### src/rtl/winograd_tile_scheduler.sv
// Winograd F(2x2,3x3) input-transform tile scheduler: walks a channel in
// overlapping 4x4 tiles (stride 2), fetches each tile from the feature
// buffer, and presents its B^T d B transform with a valid/ready handshake.
//
// winograd_4x4_data_transformation ports:
//   tile_in  : 16 elements, e=i*4+j at [e*DATA_WIDTH +: DATA_WIDTH]
//   tile_out : transformed tile, same packing, wraparound arithmetic
//
// winograd_tile_scheduler ports:
//   clk, rst_n                : clock, async active-low reset
//   start, img_h, img_w,
//   base_addr                 : pass request and its config
//   rd_en, rd_addr, rd_data   : feature-buffer read port (1-cycle latency)
//   tile_valid, tile_ready,
//   tile_data, tile_row,
//   tile_col                  : transformed tile output and its origin
//   busy, done, err           : pass status

module winograd_4x4_data_transformation #(
  parameter int DATA_WIDTH = 16,
  parameter int FRAC_WIDTH = 8
) (
  input  logic [16*DATA_WIDTH-1:0] tile_in,
  output logic [16*DATA_WIDTH-1:0] tile_out
);

  logic [DATA_WIDTH-1:0] d [16];
  logic [DATA_WIDTH-1:0] t [16];
  logic [DATA_WIDTH-1:0] v [16];

  // Only adds and subtracts, so fixed-point scaling is unchanged and
  // FRAC_WIDTH needs no handling here.
  always_comb begin
    for (int e = 0; e < 16; e++) begin
      d[e] = tile_in[e*DATA_WIDTH +: DATA_WIDTH];
    end
    // t = B^T d (row combinations)
    for (int j = 0; j < 4; j++) begin
      t[j]      = d[j]     - d[8+j];
      t[4+j]    = d[4+j]   + d[8+j];
      t[8+j]    = d[8+j]   - d[4+j];
      t[12+j]   = d[4+j]   - d[12+j];
    end
    // v = t B (column combinations)
    for (int i = 0; i < 4; i++) begin
      v[i*4]    = t[i*4]   - t[i*4+2];
      v[i*4+1]  = t[i*4+1] + t[i*4+2];
      v[i*4+2]  = t[i*4+2] - t[i*4+1];
      v[i*4+3]  = t[i*4+1] - t[i*4+3];
    end
    tile_out = '0;
    for (int e = 0; e < 16; e++) begin
      tile_out[e*DATA_WIDTH +: DATA_WIDTH] = v[e];
    end
  end

endmodule

module winograd_tile_scheduler #(
  parameter int DATA_WIDTH = 16,
  parameter int FRAC_WIDTH = 8,
  parameter int DIM_WIDTH  = 10,
  parameter int ADDR_WIDTH = 20
) (
  input  logic                     clk,
  input  logic                     rst_n,
  input  logic                     start,
  input  logic [DIM_WIDTH-1:0]     img_h,
  input  logic [DIM_WIDTH-1:0]     img_w,
  input  logic [ADDR_WIDTH-1:0]    base_addr,
  output logic                     rd_en,
  output logic [ADDR_WIDTH-1:0]    rd_addr,
  input  logic [DATA_WIDTH-1:0]    rd_data,
  output logic                     tile_valid,
  input  logic                     tile_ready,
  output logic [16*DATA_WIDTH-1:0] tile_data,
  output logic [DIM_WIDTH-1:0]     tile_row,
  output logic [DIM_WIDTH-1:0]     tile_col,
  output logic                     busy,
  output logic                     done,
  output logic                     err
);

  typedef enum logic [2:0] {
    S_IDLE, S_FETCH, S_WAIT, S_OUT, S_DONE
  } state_t;

  localparam int XW = DIM_WIDTH + 1;

  state_t state, state_nx;

  logic [DIM_WIDTH-1:0]     h_q, w_q;
  logic [DIM_WIDTH-1:0]     row, col;
  logic [3:0]               k;
  logic [ADDR_WIDTH-1:0]    row_addr;
  logic [ADDR_WIDTH-1:0]    tile_addr;
  logic [ADDR_WIDTH-1:0]    line_addr;
  logic                     err_q;
  logic                     cap_en;
  logic [3:0]               cap_idx;
  logic [16*DATA_WIDTH-1:0] tile;

  logic                     bad_cfg;
  logic                     last_tile;
  logic                     col_wrap;
  logic                     hs;
  logic [ADDR_WIDTH-1:0]    w_ext;
  logic [ADDR_WIDTH-1:0]    next_row_addr;

  assign bad_cfg = (img_h < DIM_WIDTH'(4)) | (img_w < DIM_WIDTH'(4))
                 | img_h[0] | img_w[0];
  assign last_tile = (row == h_q - DIM_WIDTH'(4))
                   & (col == w_q - DIM_WIDTH'(4));
  assign col_wrap = ({1'b0, col} + XW'(2)) > ({1'b0, w_q} - XW'(4));
  assign hs = (state == S_OUT) & tile_ready;
  assign w_ext = ADDR_WIDTH'(w_q);
  assign next_row_addr = row_addr + (w_ext << 1);

  always_ff @(posedge clk or negedge rst_n) begin
    if (!rst_n) begin
      state <= S_IDLE;
    end else begin
      state <= state_nx;
    end
  end

  always_comb begin
    state_nx = state;
    unique case (state)
      S_IDLE:  if (start) state_nx = bad_cfg ? S_DONE : S_FETCH;
      S_FETCH: if (k == 4'd15) state_nx = S_WAIT;
      S_WAIT:  state_nx = S_OUT;
      S_OUT:   if (tile_ready) state_nx = last_tile ? S_DONE : S_FETCH;
      S_DONE:  state_nx = S_IDLE;
      default: state_nx = S_IDLE;
    endcase
  end

  always_comb begin
    rd_en      = 1'b0;
    rd_addr    = '0;
    tile_valid = 1'b0;
    busy       = 1'b1;
    done       = 1'b0;
    err        = 1'b0;
    unique case (state)
      S_IDLE:  busy = 1'b0;
      S_FETCH: begin
        rd_en   = 1'b1;
        rd_addr = line_addr + ADDR_WIDTH'(k[1:0]);
      end
      S_WAIT:  ;
      S_OUT:   tile_valid = 1'b1;
      S_DONE:  begin
        done = 1'b1;
        err  = err_q;
      end
      default: busy = 1'b0;
    endcase
  end

  // Tile walk: line_addr points at the current tile row being fetched,
  // tile_addr at the tile origin, row_addr at pixel (row,0).
  always_ff @(posedge clk or negedge rst_n) begin
    if (!rst_n) begin
      h_q       <= '0;
      w_q       <= '0;
      row       <= '0;
      col       <= '0;
      k         <= '0;
      row_addr  <= '0;
      tile_addr <= '0;
      line_addr <= '0;
      err_q     <= 1'b0;
    end else begin
      unique case (state)
        S_IDLE: begin
          if (start) begin
            h_q       <= img_h;
            w_q       <= img_w;
            err_q     <= bad_cfg;
            row       <= '0;
            col       <= '0;
            k         <= '0;
            row_addr  <= base_addr;
            tile_addr <= base_addr;
            line_addr <= base_addr;
          end
        end
        S_FETCH: begin
          k <= k + 4'd1;
          if (k[1:0] == 2'd3) line_addr <= line_addr + w_ext;
        end
        S_OUT: begin
          if (hs && !last_tile) begin
            if (col_wrap) begin
              row       <= row + DIM_WIDTH'(2);
              col       <= '0;
              row_addr  <= next_row_addr;
              tile_addr <= next_row_addr;
              line_addr <= next_row_addr;
            end else begin
              col       <= col + DIM_WIDTH'(2);
              tile_addr <= tile_addr + ADDR_WIDTH'(2);
              line_addr <= tile_addr + ADDR_WIDTH'(2);
            end
          end
        end
        default: ;
      endcase
    end
  end

  // Read data arrives one cycle after the strobe; remember which element
  // it belongs to. Reset drops any read still in flight.
  always_ff @(posedge clk or negedge rst_n) begin
    if (!rst_n) begin
      cap_en  <= 1'b0;
      cap_idx <= '0;
      tile    <= '0;
    end else begin
      cap_en  <= (state == S_FETCH);
      cap_idx <= k;
      if (cap_en) begin
        tile[int'(cap_idx)*DATA_WIDTH +: DATA_WIDTH] <= rd_data;
      end
    end
  end

  assign tile_row = row;
  assign tile_col = col;

  winograd_4x4_data_transformation #(
    .DATA_WIDTH(DATA_WIDTH),
    .FRAC_WIDTH(FRAC_WIDTH)
  ) u_xform (
    .tile_in (tile),
    .tile_out(tile_data)
  );

endmodule
### config.mk
export PLATFORM = sky130hd
export DESIGN_NAME = winograd_tile_scheduler
export DESIGN_NICKNAME = d
export VERILOG_FILES = /design/src/rtl/winograd_tile_scheduler.sv
export SDC_FILE = /design/constraint.sdc
export NUM_CORES = 2
export LEC_CHECK = 0
export ABC_CLOCK_PERIOD_IN_PS = 4900
export BUFFER_PORTS_ARGS = -buffer_cell sky130_fd_sc_hd__buf_2
export CAP_MARGIN = 0
export CORE_MARGIN = 5
export CORE_UTILIZATION = 50
export CTS_CLUSTER_SIZE = 14
export DETAILED_ROUTE_END_ITERATION = 10
export PLACE_DENSITY_LB_ADDON = 0.3
export SLEW_MARGIN = 30
export SYNTH_ARGS = -nofsm -noshare
export SYNTH_HDL_FRONTEND = slang
export SYNTH_HIERARCHICAL = 1
export SYNTH_SLANG_ARGS = --single-unit
### constraint.sdc
create_clock -name clk -period 4.9 [get_ports clk]
set_clock_uncertainty 0.2 [all_clocks]
set_input_delay 0.245 -clock clk [delete_from_list [all_inputs] [get_ports clk]]
set_output_delay 0.245 -clock clk [all_outputs]
set_load 0.02 [all_outputs]
Yosys cells after proc, flatten, opt, wreduce, memory -nomap -nowiden
Index checks and enable logic that the tools add are counted.
{ "totals": {"inputBits": 60, "word_cells": 125, "regBits": 369, "out_inout_bits": 301} }
{ "classes": {"bitwise": 5, "n_reduce_logical": 13, "n_mux": 31, "n_lt_le_gt_ge": 3, "n_addsub": 44, "shifts": 2, "n_eq_ne": 14} }
{ "op_table": {"columns": ["cell", "n"], "rows": [
  ["subtractor 16 bit", 24],
  ["bitwise mux 256 bit", 1],
  ["variable shift 16 x 33 -> 256 bit (first input constant)", 1],
  ["indexed part select 16 x 33 -> 256 bit", 1],
  ["2-to-1 mux 20 bit", 7],
  ["adder 16 bit", 8],
  ["case mux 20 bit (2 select lines)", 2],
  ["case mux 20 bit (3 select lines)", 1],
  ["2-to-1 mux 10 bit", 5],
  ["case mux 10 bit (2 select lines)", 2],
  ["negation 8 -> 33 bit", 1],
  ["adder 10 x 2 -> 10 bit (second input constant)", 2],
  ["adder 20 x 10 -> 20 bit", 1],
  ["adder 20 x 11 -> 20 bit", 1],
  ["adder 20 x 2 -> 20 bit", 1],
  ["adder 20 x 2 -> 20 bit (second input constant)", 1],
  ["equality test 10 bit", 2],
  ["less-than comparator 10 x 3 -> 1 bit (second input constant)", 2],
  ["subtractor 10 x 3 -> 10 bit (second input constant)", 2],
  ["2-to-1 mux 3 bit", 5],
  ["case mux 3 bit (4 select lines)", 1],
  ["adder 10 x 2 -> 11 bit (second input constant)", 1],
  ["greater-than comparator 11 bit", 1],
  ["subtractor 10 x 3 -> 11 bit (second input constant)", 1],
  ["22 further kinds", 38]
]} }

Longest topological paths before layout
{ "depth": {"depth_word": 7, "depth_mapped": 23, "depth_no_buf": 22} }

Modules after synthesis
Netlist, hierarchy kept.
{ "by_module_without_submodules": {"columns": ["mod", "area_per_inst_um2", "cells_per_inst", "instances", "seq_area_each_um2"], "rows": [
  ["winograd_4x4_data_transformation", 19530.0, 2639, 1, 0.0],
  ["winograd_tile_scheduler", 17504.3, 1855, 1, 9183.8]
]} }

Worst setup path after synthesis
OpenSTA, ideal clock, no wires.
{ "synth_timing": {"path_type": "register -> output", "start": "reg tile[80]", "end": "out tile_data[255]", "path_slack_ps": -441, "arrival_ps": 4896, "t_required_ps": 4455, "n_path_buf": 0, "stages_incl_launch_ff": 18, "cell_sequence": "dfrtp_1 > inv_1 > ha_1 > inv_1 > fa_1 > a21o_1 > a311o_1 > a21oi_1 > xnor2_1 > fa_1 > ha_1 > a2111oi_0 > a21boi_0 > o41ai_1 > o41ai_1 > a21oi_1 > o311a_1 > xnor2_1"} }
{ "synth_via": {"elab_chain_cells": 2} }
{ "synth_lines": {"columns": ["item", "line", "source"], "rows": [
  ["from (decl)", "101", "logic [16*DATA_WIDTH-1:0] tile;"],
  ["from (signal, indexed assignment)", "225", "tile[int'(cap_idx)*DATA_WIDTH +: DATA_WIDTH] <= rd_data;"],
  ["subtractor 16 bit", "42", "t[12+j] = d[4+j] - d[12+j];"],
  ["subtractor 16 bit", "49", "v[i*4+3] = t[i*4+1] - t[i*4+3];"],
  ["to (decl)", "76", "output logic [16*DATA_WIDTH-1:0] tile_data,"]
]} }
Every way passes these cells.

Worst setup path after layout
{ "layout_timing": {"start": "reg tile[144]", "end": "out tile_data[190]"} }
{ "layout_via": {"elab_chain_cells": 2} }
{ "layout_lines": {"columns": ["item", "line", "source"], "rows": [
  ["subtractor 16 bit", "41", "t[8+j] = d[8+j] - d[4+j];"],
  ["subtractor 16 bit", "49", null]
]} }
Every way passes these cells.

==> results.sh <==
export IMPL_yosysTopAreaCell="dfrtp_1"
export IMPL_worstPathRequired_ps=4450
export IMPL_cp_depth=19
export IMPL_crit_top_cell="buf_6"
export IMPL_ctsHtreeMaxLevel=2
export IMPL_worstSkewPairLatency_ps=600
export IMPL_io_buffers=358
export IMPL_hp_class="in2reg"
export IMPL_ys_ff_latch=367
export IMPL_path_buf_inv=6
export IMPL_max_freq_ghz=0.175
export IMPL_yosysWarnings=6
export IMPL_finalHoldViolations=0
export IMPL_r2r_end="line_addr[13]"
export IMPL_fin_cells=6395
export IMPL_synth_compound_area_frac=0.197
export IMPL_grt_max_degree=108
export IMPL_synth_top_family_by_area="adder cells"
export IMPL_crit_path_start_kind="flop"
export IMPL_synthMostInstantiatedCell="inv_1"
export IMPL_synthMuxAreaShare=0.0171
export IMPL_drive_gt1_frac=0.318
export IMPL_ff2ff_setup_slack_ps=420
export IMPL_cp_end_kind="output pin"
export IMPL_drtAntennaViolNets=0
export IMPL_fillCellCount=5325
export IMPL_worst_r2r_path_depth=15
export IMPL_max_slew_margin=0.348
export IMPL_cp_max_fo=4
export IMPL_fin_util=0.698
export IMPL_grt_pass1_wl_mm=202
export IMPL_critPathKind="reg2out"
export IMPL_hpwl_mm=102
export IMPL_ios=361
export IMPL_synth_yosys_seq_area_share=0.248
export IMPL_rsz0062_at_grt="true"
export IMPL_vias=37500
export IMPL_wire_per_inst_um=21.9
export IMPL_drt_first_pass_iters=9
export IMPL_clockRootBuffer="clkbuf_16"
export IMPL_violations="negative setup slack"
export IMPL_routabilityCongestion=1.01
export IMPL_fin_ws_ps=-809
export IMPL_drv_cap=0
export IMPL_holdPathEnd="w_q[1]"
export IMPL_synth_distinct_cells=88
export IMPL_dp_slack_ps=-424
export IMPL_min_path_cells=4
export IMPL_synth_xor_area_share=0.0975
export IMPL_finalCritPeriodShare=1.17
export IMPL_synthCells=4494
export IMPL_drt_initial_drc_count=3409
export IMPL_core_sq_mm=0.0732
export IMPL_die_y_um=282
export IMPL_dieWidth_um=282
export IMPL_dieArea_sq_mm=0.0796
export IMPL_clock_path_buffers=3
export IMPL_clkSinkCount=367
export IMPL_rows=99
export IMPL_track_usage=0.323
export IMPL_synth_edf_count=0
export IMPL_clk_pin_slew_ps=60
export IMPL_hp_start="img_w[1]"
export IMPL_drv_slew=0
export IMPL_synth_ff_type="dfrtp_1"
export IMPL_grt_overflow=0
export IMPL_grt_pass1_vias=35600
export IMPL_netlist_area_sq_mm=0.0370
export IMPL_synth_adder_area_share=0.214
export IMPL_ys_top_cells_by_count="578 x inv_1, 491 x nand2_1, 417 x ha_1"
export IMPL_area_growth_syn_to_layout_pct=37.9
export IMPL_cp_slowest_stage_delay_ps=540
export IMPL_r2r_start="w_q[3]"
export IMPL_dpl_cell_count=6102
export IMPL_finalSetupViolCount=94
export IMPL_min_period_ps=5710
export IMPL_outcome="finished with violations"
export IMPL_antenna_found_initial=1
export IMPL_path_cells="inv_1 > ha_4 > buf_6 > buf_6 > nor2b_4 > o31a_1 > or4_4 > a311oi_4 > buf_4 > a21oi_4 > xnor2_4 > fa_1 > inv_1 > ha_2 > nor3_2 > nand3_2 > a2111oi_2 > or3b_4 > buf_6"
export IMPL_viasPerCell=5.86
export IMPL_numCtsBuffers=45
export IMPL_cts_tree="built"
export IMPL_drc=0
export IMPL_cp_slowest_cell="or4_4"
export IMPL_synth_area_leaders="dfrtp_1 25%, ha_1 14%, fa_1 7.4%, xnor2_1 6.4%, inv_1 5.9%"
export IMPL_crit_family="simple AND/OR/NAND/NOR gates"
export IMPL_synthSimpleGateAreaFrac=0.152
export IMPL_avgSynthCellArea_sq_um=8.24
export IMPL_max_slew_worst_pin_slew_ps=975
export IMPL_async_flop_share=1.00
export IMPL_cp_arrival_ps=5260
export IMPL_synth_top_cell_area_share=0.248
export IMPL_start_util=0.506
export IMPL_wirelength_mm=140
export IMPL_nNetsFinal=6016
sequential cells by signal, summed over array words and instances, names as in the netlist:
register	count
cap_en	1
cap_idx	4
err_q	1
h_q	10
k	4
line_addr	20
row_addr	20
state	3
tile	256
tile_addr	20
tile_col	9
tile_row	9
w_q	10
stage by stage:
stage          hold slack [ps]  instance area (sq um)  setup TNS, ps
2_1_floorplan             -251                  37100          -58.7
3_3_place_gp               161                  42800          -1680
3_5_place_dp               162                  42900          -3780
4_1_cts                   97.4                  48900         -27260
5_1_grt                    228                  51100         -45440
6_report                   214                  51100         -30670
worst reg2reg max path, cell delays in order, from the launching register on:
cell and delay, ps:
dfrtp_1 530, inv_1 150, ha_1 310, nor3b_1 330, xor2_1 220, inv_1 70, ha_1 310, and4_1 180
a31o_2 240, a221o_1 290, a31oi_1 300, nor2_1 130, buf_4 250, nand2_1 290, o211ai_1 190, a221o_1 370
how the worst max path moves through the flow:
| stage | start | endpoint | slack (ps) |
|---|---|---|---|
| 2_1_floorplan | tile[80] | tile_data[255] | -60 |
| 3_3_place_gp | tile[80] | tile_data[255] | -260 |
| 3_5_place_dp | tile[80] | tile_data[255] | -420 |
| 4_1_cts | tile[80] | tile_data[255] | -790 |
| 5_1_grt | tile[80] | tile_data[191] | -910 |
| 6_report | tile[144] | tile_data[190] | -810 |
layer usage:
| layer | routed length, um | track usage | part of all wire |
|---|---|---|---|
| met1 | 53700 | 0.417 | 0.38 |
| met3 | 13000 | 0.0553 | 0.093 |
| met4 | 9450 | 0.155 | 0.067 |
| met5 | 0 | 0 | 0 |
| met2 | 63900 | 0.531 | 0.46 |
cell type report:
class,instances,area (sq um),share of cell area
Antenna cell,1,2.50,0.0000490
Clock buffer,60,1240,0.0243
Clock inverter,19,215,0.00421
Inverter,578,2200,0.0430
Multi-Input combinational cell,3405,29400,0.577
Sequential cell,367,9190,0.180
Tap cell,959,1200,0.0235
Timing Repair Buffer,1006,7580,0.148
cells by family (layout without fill, tap and decap cells):
family | count (synthesis) | count (layout)
adder cells (fa/ha/maj) | 553 | 553
multiplexers | 57 | 57
buffers and inverters | 723 | 1663
XOR/XNOR | 406 | 406
flip-flops | 367 | 367
other | 1 | 3
AND/OR/NAND/NOR | 1220 | 1220
AO/OA/AOI/OAI | 1167 | 1167
cell usage in the layout, fill, tap and decap left out, types with 107 or more instances in the layout:
| cell | n |
|---|---|
| a21oi_1 | 166 |
| buf_2 | 247 |
| buf_4 | 585 |
| buf_6 | 107 |
| dfrtp_1 | 363 |
| fa_1 | 119 |
| ha_1 | 322 |
| inv_1 | 522 |
| nand2_1 | 468 |
| nor2_1 | 258 |
| o21ai_0 | 358 |
| xnor2_1 | 182 |
| xor2_1 | 111 |
repair_timing:
| item | 4_1_cts | 5_1_grt |
|---|---|---|
| cloned | 0 | 0 |
| hold buffers | 59 | 1 |
| endpoints found under the setup margin | 117 | 131 |
| pin swaps | 259 | 282 |
| hold endpoints to repair | 351 | 16 |
| gates resized for setup | 697 | 370 |
| buffers inserted | 108 | 89 |
Power is left out: the tool's default activity adds up to more than one toggle a clock period on the data nets, which glitch-free logic cannot reach.
